**src/rtl/arm_balance_n.sv**
```systemverilog
// arm_balance_n: N-cell full-bridge arm balancer for a modular multilevel
// converter arm. On each period strobe it snapshots the cell voltages, ranks
// the cells one pivot per cycle, and then selects the cells to insert (+vc or
// -vc) or bypass, based on the requested arm level and the current sign.
// Cells with equal voltage are ranked by a rotating key, so that over
// successive periods a different cell is preferred each time.
module arm_balance_n #(
    parameter int N  = 4,
    parameter int VW = 8,
    parameter int LW = $clog2(2*N+1)
) (
    input  logic            clk,
    input  logic            rst,
    input  logic            period_flag,
    input  logic            sign_i,
    input  logic [LW-1:0]   vc_level,
    input  logic [N*VW-1:0] vc_flat,
    output logic [2*N-1:0]  fo,
    output logic            busy,
    output logic            done,
    output logic            err,
    output logic            overrun
);

    localparam int RW = (N > 1) ? $clog2(N) : 1;
    localparam logic [RW-1:0]        LAST  = RW'(N-1);
    localparam logic [LW-1:0]        LMAX  = LW'(2*N);
    localparam logic signed [LW:0]   N_S   = (LW+1)'(N);

    typedef enum logic [1:0] {IDLE, RANK, APPLY} state_t;

    state_t               state, state_next;
    logic [VW-1:0]        vs   [N];
    logic [RW-1:0]        rank [N];
    logic [RW-1:0]        j;
    logic [RW-1:0]        rot;
    logic signed [LW:0]   m;
    logic                 sgn;
    logic                 m_pos, m_neg, dis;
    logic [LW:0]          mag;
    logic [N-1:0]         beats;
    logic [2*N-1:0]       fo_next;
    logic                 lvl_bad;
    logic                 start;

    assign lvl_bad = (vc_level > LMAX);
    assign start   = (state == IDLE) && period_flag && !lvl_bad;
    assign m_neg   = m[LW];
    assign m_pos   = !m[LW] && (m != '0);
    assign dis     = m_pos ^ sgn;
    assign mag     = m_neg ? (-m) : m;

    // Tie-break key: a cell's distance from the current rotation origin.
    function automatic int key_of(input int x, input logic [RW-1:0] r);
        int rr;
        rr = int'(r);
        return (x >= rr) ? (x - rr) : (x + N - rr);
    endfunction

    // State register.
    // NOTE: registers use non-blocking (<=) so all flops sample the same pre-edge values.
    always_ff @(posedge clk) begin
        if (rst) state <= IDLE;
        else     state <= state_next;
    end

    // Next-state logic: start on a valid strobe, rank for N cycles, then apply.
    // NOTE: default assignment first, so no path leaves state_next unassigned (no latch).
    always_comb begin
        state_next = state;
        case (state)
            IDLE:    if (start) state_next = RANK;
            RANK:    if (j == LAST) state_next = APPLY;
            APPLY:   state_next = IDLE;
            default: state_next = IDLE;
        endcase
    end

    // Output decode: busy for the whole update, including the APPLY cycle.
    always_comb begin
        busy = (state != IDLE);
    end

    // Voltage snapshot, taken only when an update starts.
    // NOTE: the snapshot array is deliberately left out of reset; it is always written before it is read.
    always_ff @(posedge clk) begin
        if (start) begin
            for (int i = 0; i < N; i++) vs[i] <= vc_flat[i*VW +: VW];
        end
    end

    // Pivot comparison: beats[i] is set when pivot j precedes cell i.
    always_comb begin
        beats = '0;
        for (int i = 0; i < N; i++) begin
            if (int'(j) != i) begin
                if (dis ? (vs[j] > vs[i]) : (vs[j] < vs[i]))
                    beats[i] = 1'b1;
                else if ((vs[j] == vs[i]) && (key_of(int'(j), rot) < key_of(i, rot)))
                    beats[i] = 1'b1;
            end
        end
    end

    // Gate code selection from the final ranks and the latched level.
    always_comb begin
        fo_next = '0;
        for (int i = 0; i < N; i++) begin
            if (m_pos && ((LW+1)'(rank[i]) < mag))      fo_next[2*i +: 2] = 2'b10;
            else if (m_neg && ((LW+1)'(rank[i]) < mag)) fo_next[2*i +: 2] = 2'b01;
        end
    end

    // Control datapath: level latch, rank accumulation, outputs and pulses.
    always_ff @(posedge clk) begin
        if (rst) begin
            fo      <= '0;
            done    <= 1'b0;
            err     <= 1'b0;
            overrun <= 1'b0;
            rot     <= '0;
            j       <= '0;
            m       <= '0;
            sgn     <= 1'b0;
            for (int i = 0; i < N; i++) rank[i] <= '0;
        end else begin
            done    <= 1'b0;
            err     <= 1'b0;
            overrun <= 1'b0;
            case (state)
                IDLE: begin
                    if (period_flag) begin
                        if (lvl_bad) begin
                            err <= 1'b1;
                        end else begin
                            m   <= $signed({1'b0, vc_level}) - N_S;
                            sgn <= sign_i;
                            j   <= '0;
                            for (int i = 0; i < N; i++) rank[i] <= '0;
                        end
                    end
                end
                RANK: begin
                    overrun <= period_flag;
                    for (int i = 0; i < N; i++) rank[i] <= rank[i] + RW'(beats[i]);
                    j <= j + 1'b1;
                end
                APPLY: begin
                    overrun <= period_flag;
                    fo      <= fo_next;
                    done    <= 1'b1;
                    rot     <= (rot == LAST) ? '0 : rot + 1'b1;
                end
                default: ;
            endcase
        end
    end

endmodule

```
**config.mk**
```make
export PLATFORM = sky130hd
export DESIGN_NAME = arm_balance_n
export DESIGN_NICKNAME = d
export VERILOG_FILES = /design/src/rtl/arm_balance_n.sv
export SDC_FILE = /design/constraint.sdc
export NUM_CORES = 1
export LEC_CHECK = 0
export BUFFER_PORTS_ARGS = -buffer_cell sky130_fd_sc_hd__buf_2
export CAP_MARGIN = 20
export CORE_MARGIN = 1.5
export CORE_UTILIZATION = 54
export CTS_BUF_LIST = sky130_fd_sc_hd__clkbuf_8
export CTS_CLUSTER_DIAMETER = 40
export CTS_CLUSTER_SIZE = 30
export DETAILED_ROUTE_END_ITERATION = 16
export PLACE_DENSITY = 0.78
export REMOVE_ABC_BUFFERS = 1
export SYNTH_ARGS = -nofsm -noshare
export SYNTH_HDL_FRONTEND = slang
export SYNTH_SLANG_ARGS = --single-unit
```
**constraint.sdc**
```tcl
create_clock -name clk -period 3.2 [get_ports clk]
set_input_delay 0.16 -clock clk [delete_from_list [all_inputs] [get_ports clk]]
set_output_delay 0.16 -clock clk [all_outputs]
set_load 0.02 [all_outputs]
```
Word level (Yosys, flattened, before mapping)

Memories as Yosys holds them, arrays and structs flattened. A register that Yosys moved wholly into a read port is not among the register bits.
Index checks and enable logic that the tools add are counted.
Widths: inputs -> output; s select.

Reduce and logical (&&, ||, !) cells: 28
Bitwise operators: 13
Equality and inequality tests: 15
Muxes and demuxes: 60
Magnitude comparators: 21
Add/subtract/negate cells: 18

Operators by type and width:

| operator            | number |
|---|---|
| $mux 32             | 4 |
| $lt 32x32->1        | 3 |
| $mux 2              | 19 |
| $mux 1              | 34 |
| $eq 8x8->1          | 4 |
| $gt 8x8->1          | 4 |
| $lt 32x3->1         | 1 |
| $lt 8x8->1          | 4 |
| $lt 2x5->1          | 4 |
| $logic_and 1x1->1   | 15 |
| $ne 2x2->1 const B  | 6 |
| $sub 3x2->4 const A | 3 |
| $add 2x1->2         | 4 |
| $or 1x1->1          | 8 |
| $pmux 2 s2          | 2 |
| $eq 2x2->1 const B  | 3 |
| $reduce_and 3->1    | 2 |
| $reduce_bool 2->1   | 3 |
| $sub 1x2->3 const A | 2 |
| $sub 2x2->3 const A | 2 |
| $mux 5              | 1 |
| $neg 5->5           | 1 |
| $reduce_bool 5->1   | 1 |
| $sub 4x2->5         | 1 |
| other kinds (17)    | 24 |

RAM bits: 40
Register bits: 23
Memories: 2

Memory list:

| name | words | bits a word | rd ports | clocked after memory_dff | wr ports | RTL line | source |
|---|---|---|---|---|---|---|---|
| vs   | 4     | 8           | 5        | 1                        | 4        | 33       | `logic [VW-1:0] vs [N];` |
| rank | 4     | 2           | 4        | 0                        | 4        | 34       | `logic [RW-1:0] rank [N];` |

Longest topological paths before layout

Depth after elaboration: 10
Gate-level depth with buffers: 14
Gate-level depth less buffers: 14

Worst setup path after synthesis

OpenSTA, ideal clock, no wires.

Path kind: reg2reg
Start: register with a tool-made name
End: memory rank[0][0] in the netlist's numbering, data pin
Setup slack: 230 ps
Buffers on the path: 1
Data arrival time: 2,716 ps
Stages on the path, launching flop included: 11
Required time: 2,945 ps
Cells stage by stage: dfxtp_1 -> clkbuf_1 -> mux4_2 -> ha_1 -> nor2b_1 -> o211ai_1 -> a21oi_1 -> or3_1 -> a31oi_1 -> ha_1 -> and2_1

RTL lines:

| what      | RTL line |
|---|---|
| to (decl) | 34 |

==> summary.md <==
| Metric | Value |
|---|---|
| Dpl cell area | roughly 0.0044 sq mm |
| Clock latency on the worst-skew pair | approximately 0.34 ns |
| DR vias | between 2,000 and 3,000 |
| Final #Nets | roughly 570 |
| DIE HEIGHT | 88.7 microns |
| Filler-free cell count of the finished design | between 500 and 600 |
| DR pass1 iterations | 4 |
| Crit-path slowest cell | mux4_2 |
| Setup-failing EPs final | 0 |
| Port Buffers | between 50 and 60 |
| Worst VDD drop | between 0.3 and 0.4 mV |
| Chip width | between 80 and 90 microns |
| Max incr delay on CP | approximately 0.6 ns |
| Synth area leaders | edfxtp_1 29%, ha_1 21%, dfxtp_1 14% |
| Post-DR vias/cell | around 5.2 |
| Distinct cells, synth | 44 |
| Number of antenna diodes | 0 |
| Slew headroom | between 50% and 60% |
| Drt total wl | approximately 8400 microns |
| Hold path cells | 3 |
| Reg-to-Reg End | rank[2][1]$_SDFFE_PP0P_ |
| Ports | 52 |
| CP Launch Type | register |
| Area share of the largest cell type after synthesis | between 20 and 30% |
| HP Class | input pin to register |
| Vias in the first global route | between 2,000 and 3,000 |
| Synth Instances | approximately 370 |
| DR WL/cell | between 10 and 15 microns |
| Die area | 0.00786 sq mm |
| DP Wirelength | between 6000 and 7000 microns |
| Placed insts | 522 |
| Total Power | ~2.3 mW |
| FP Rows | 31 |
| Clock sinks | 65 |
| Clock Pin Slew Worst Setup and Hold Paths | 0.07 ns |
| Worst Tran Pin Value | 0.606 ns |
| Status | finished clean |
| CP Class | register to register |
| Max clock buf depth | 2 |
| Hold Crit Start | sign_i |
| Synth area leader | edfxtp_1 |
| Endpoint, Worst Hold | sgn$_SDFFE_PP0P_ |
| R2R depth | 11 |
| Final ANT Viol Nets | 0 |
| Critical Path AT | about 3.2 ns |
| GRT Util Overall | roughly a quarter |
| Ordered cell list for the critical path | mux4_2 > ha_1 > nor2b_1 > o211ai_1 > a21oi_1 > o32a_1 > a21oi_1 > ha_1 > nand2_1 > xor2_1 > nor3_1 |
| Critical Path Fanout Max | 4 |
| First-pass GRT wire length | 13,600 microns |
| Layout cell share with drive strength beyond 1 | 19.7% |
| Final Hold Fails | 0 |
| Worst R2R Setup Slack | around 0.25 ns |
| Initial Utilization | 55.2% |
| Worst path required time | 3.47 ns |
| Synthesized cell area | slightly below 0.004 sq mm |
| TritonCTS Buffers | 9 |
| Root buffer cell | clkbuf_8 |
| Grt ovf | 0 |
| Max-cap violations | 0 |
| Design Area, Final | 0.00488 sq mm |
| Initial antenna violation count | 0 |
| Core box area | a little over 0.007 sq mm |
| Largest net degree at the start of global routing | 35 |
| Post-layout util | 68.0% |
| # H-tree levels | 3 |
| Setup Skew | between 0.01 and 0.015 ns |
| Avg Cell Area, Syn | 10.6 sq um |
| Final period util | between 90 and 100% |
| Register area share after synthesis | 42.5% |
| Lkg Pwr | approximately 2.1 nW |
| Area grow syn2layout | 23.2% |
| Flops & latches, synth | 65 |
| Highest clock rate | approximately 340 MHz |
| First DRT Iteration DRCs | between 100 and 150 |
| Pwr dens | approximately 460 mW/mm^2 |
| RSZ-0062 raised after global routing | false |
| # DRC | 0 |
| CTS tree | yes |
| RePlAce Congestion | 0.874 |
| Fin crit period | ~3.0 ns |
| Crit end category | register |
| Final-report max-slew violation count | 0 |
| YS warnings | 0 |
| Fin Setup TNS | 0 ns |
where the power goes:
group | switching [mW] | internal, mW | total (mW)
Combinational | 0.331 | 0.283 | 0.614
Clock | 0.316 | 0.314 | 0.630
Sequential | 0.0498 | 0.968 | 1.02
cell families after synthesis:
logic type | count (synthesis) | synth area share [%]
simple gates | 94 | 12.1
buf+inv | 58 | 5.75
flops | 65 | 42.5
fa+ha+maj | 67 | 21.4
xor+xnor | 5 | 1.11
mux | 14 | 6.06
compound gates | 69 | 11.1
Yosys cell counts, drive strengths merged:
library cell / number
nor2: 29
o211ai: 6
o21ai: 13
o22ai: 1
a31oi: 4
a21oi: 31
and2: 4
or2: 2
o32a: 2
buf: 2
edfxtp: 38
dfxtp: 27
o2111ai: 1
fa: 1
nand2b: 5
and3b: 1
or3: 5
nor3: 3
nor3b: 2
or3b: 1
xnor2: 3
ha: 66
a32oi: 1
mux4: 8
nor4b: 1
clkbuf: 7
nand3b: 1
nor2b: 9
or2b: 1
o32ai: 4
nand4: 8
o221ai: 2
inv: 49
nand3: 1
mux2i: 6
a211oi: 4
nand2: 21
xor2: 2
stage by stage:
stage,worst slack [ns],hold slack [ns]
after floorplan,0.357,0.225
after global placement,0.335,0.336
after detailed placement,0.230,0.338
after CTS,0.237,0.0508
after global routing,0.0396,0.0681
final,0.247,0.0610
routing by layer:
layer / part of all wire (%) / track usage, % / vias to the layer above
li1: - / - / 1520
met1: 45 / 29.5 / 1380
met2: 50 / 39.8 / 64
met3: 3.8 / 5.88 / 10
met4: 1.2 / 6.25 / 0
met5: 0 / 0 / -
cell type report:
| class | count | area (sq um) |
|---|---|---|
| Inverter | 49 | 184 |
| Timing Repair Buffer | 93 | 666 |
| Fill cell | 564 | 2300 |
| Tap cell | 99 | 124 |
| Clock inverter | 4 | 20.0 |
| Sequential cell | 65 | 1680 |
| Clock buffer | 11 | 151 |
| Multi-Input combinational cell | 249 | 2050 |
state kept, by name, summed over array words and instances (netlist names), named ones only:
name and flops:
j 2, rot 2, err 1, overrun 1
done 1, rank 8, fo 8, m 5
vs 32, state 2, sgn 1
what timing repair did:
item	4_1_cts	5_1_grt
endpoints found under the hold margin	33	0
setup buffers	0	0
hold buffers	33	0
resized for setup	0	0
worst max path at each step:
stage | from | endpoint | slack, ns | cells after the start
finish | register | rank[2][1]$_SDFFE_PP0P_ | 0.25 | 11
global route | register | rank[2][1]$_SDFFE_PP0P_ | 0.04 | 11
CTS | register | rank[2][1]$_SDFFE_PP0P_ | 0.24 | 11
detailed placement | register | rank[2][1]$_SDFFE_PP0P_ | 0.23 | 11
global placement | register | rank[3][0]$_SDFFCE_PN0P_ | 0.33 | 9
floorplan | register | rank[0][0]$_SDFFCE_PN0P_ | 0.36 | 9
cell usage in the layout, fill, tap and decap left out, types with 13 or more instances in the layout:
cell            n
o21ai_0        13
dfxtp_1        27
a21oi_1        29
dlygate4sd3_1  33
nor2_1         29
edfxtp_1       38
ha_1           66
inv_1          50
nand2_1        21
buf_2          51
worst max-delay path, delay by kind of cell (launching register included):
| kind | cells | cell delay, ns |
|---|---|---|
| xor gates and xnor gates | 1 | 0.16 |
| adders and majority gates | 2 | 0.49 |
| DFF | 1 | 0.45 |
| AOI/OAI and AO/OA | 4 | 0.86 |
| muxes | 1 | 0.60 |
| and+or+nand+nor | 3 | 0.33 |
Note: power is estimated with default switching activity, not from simulation.
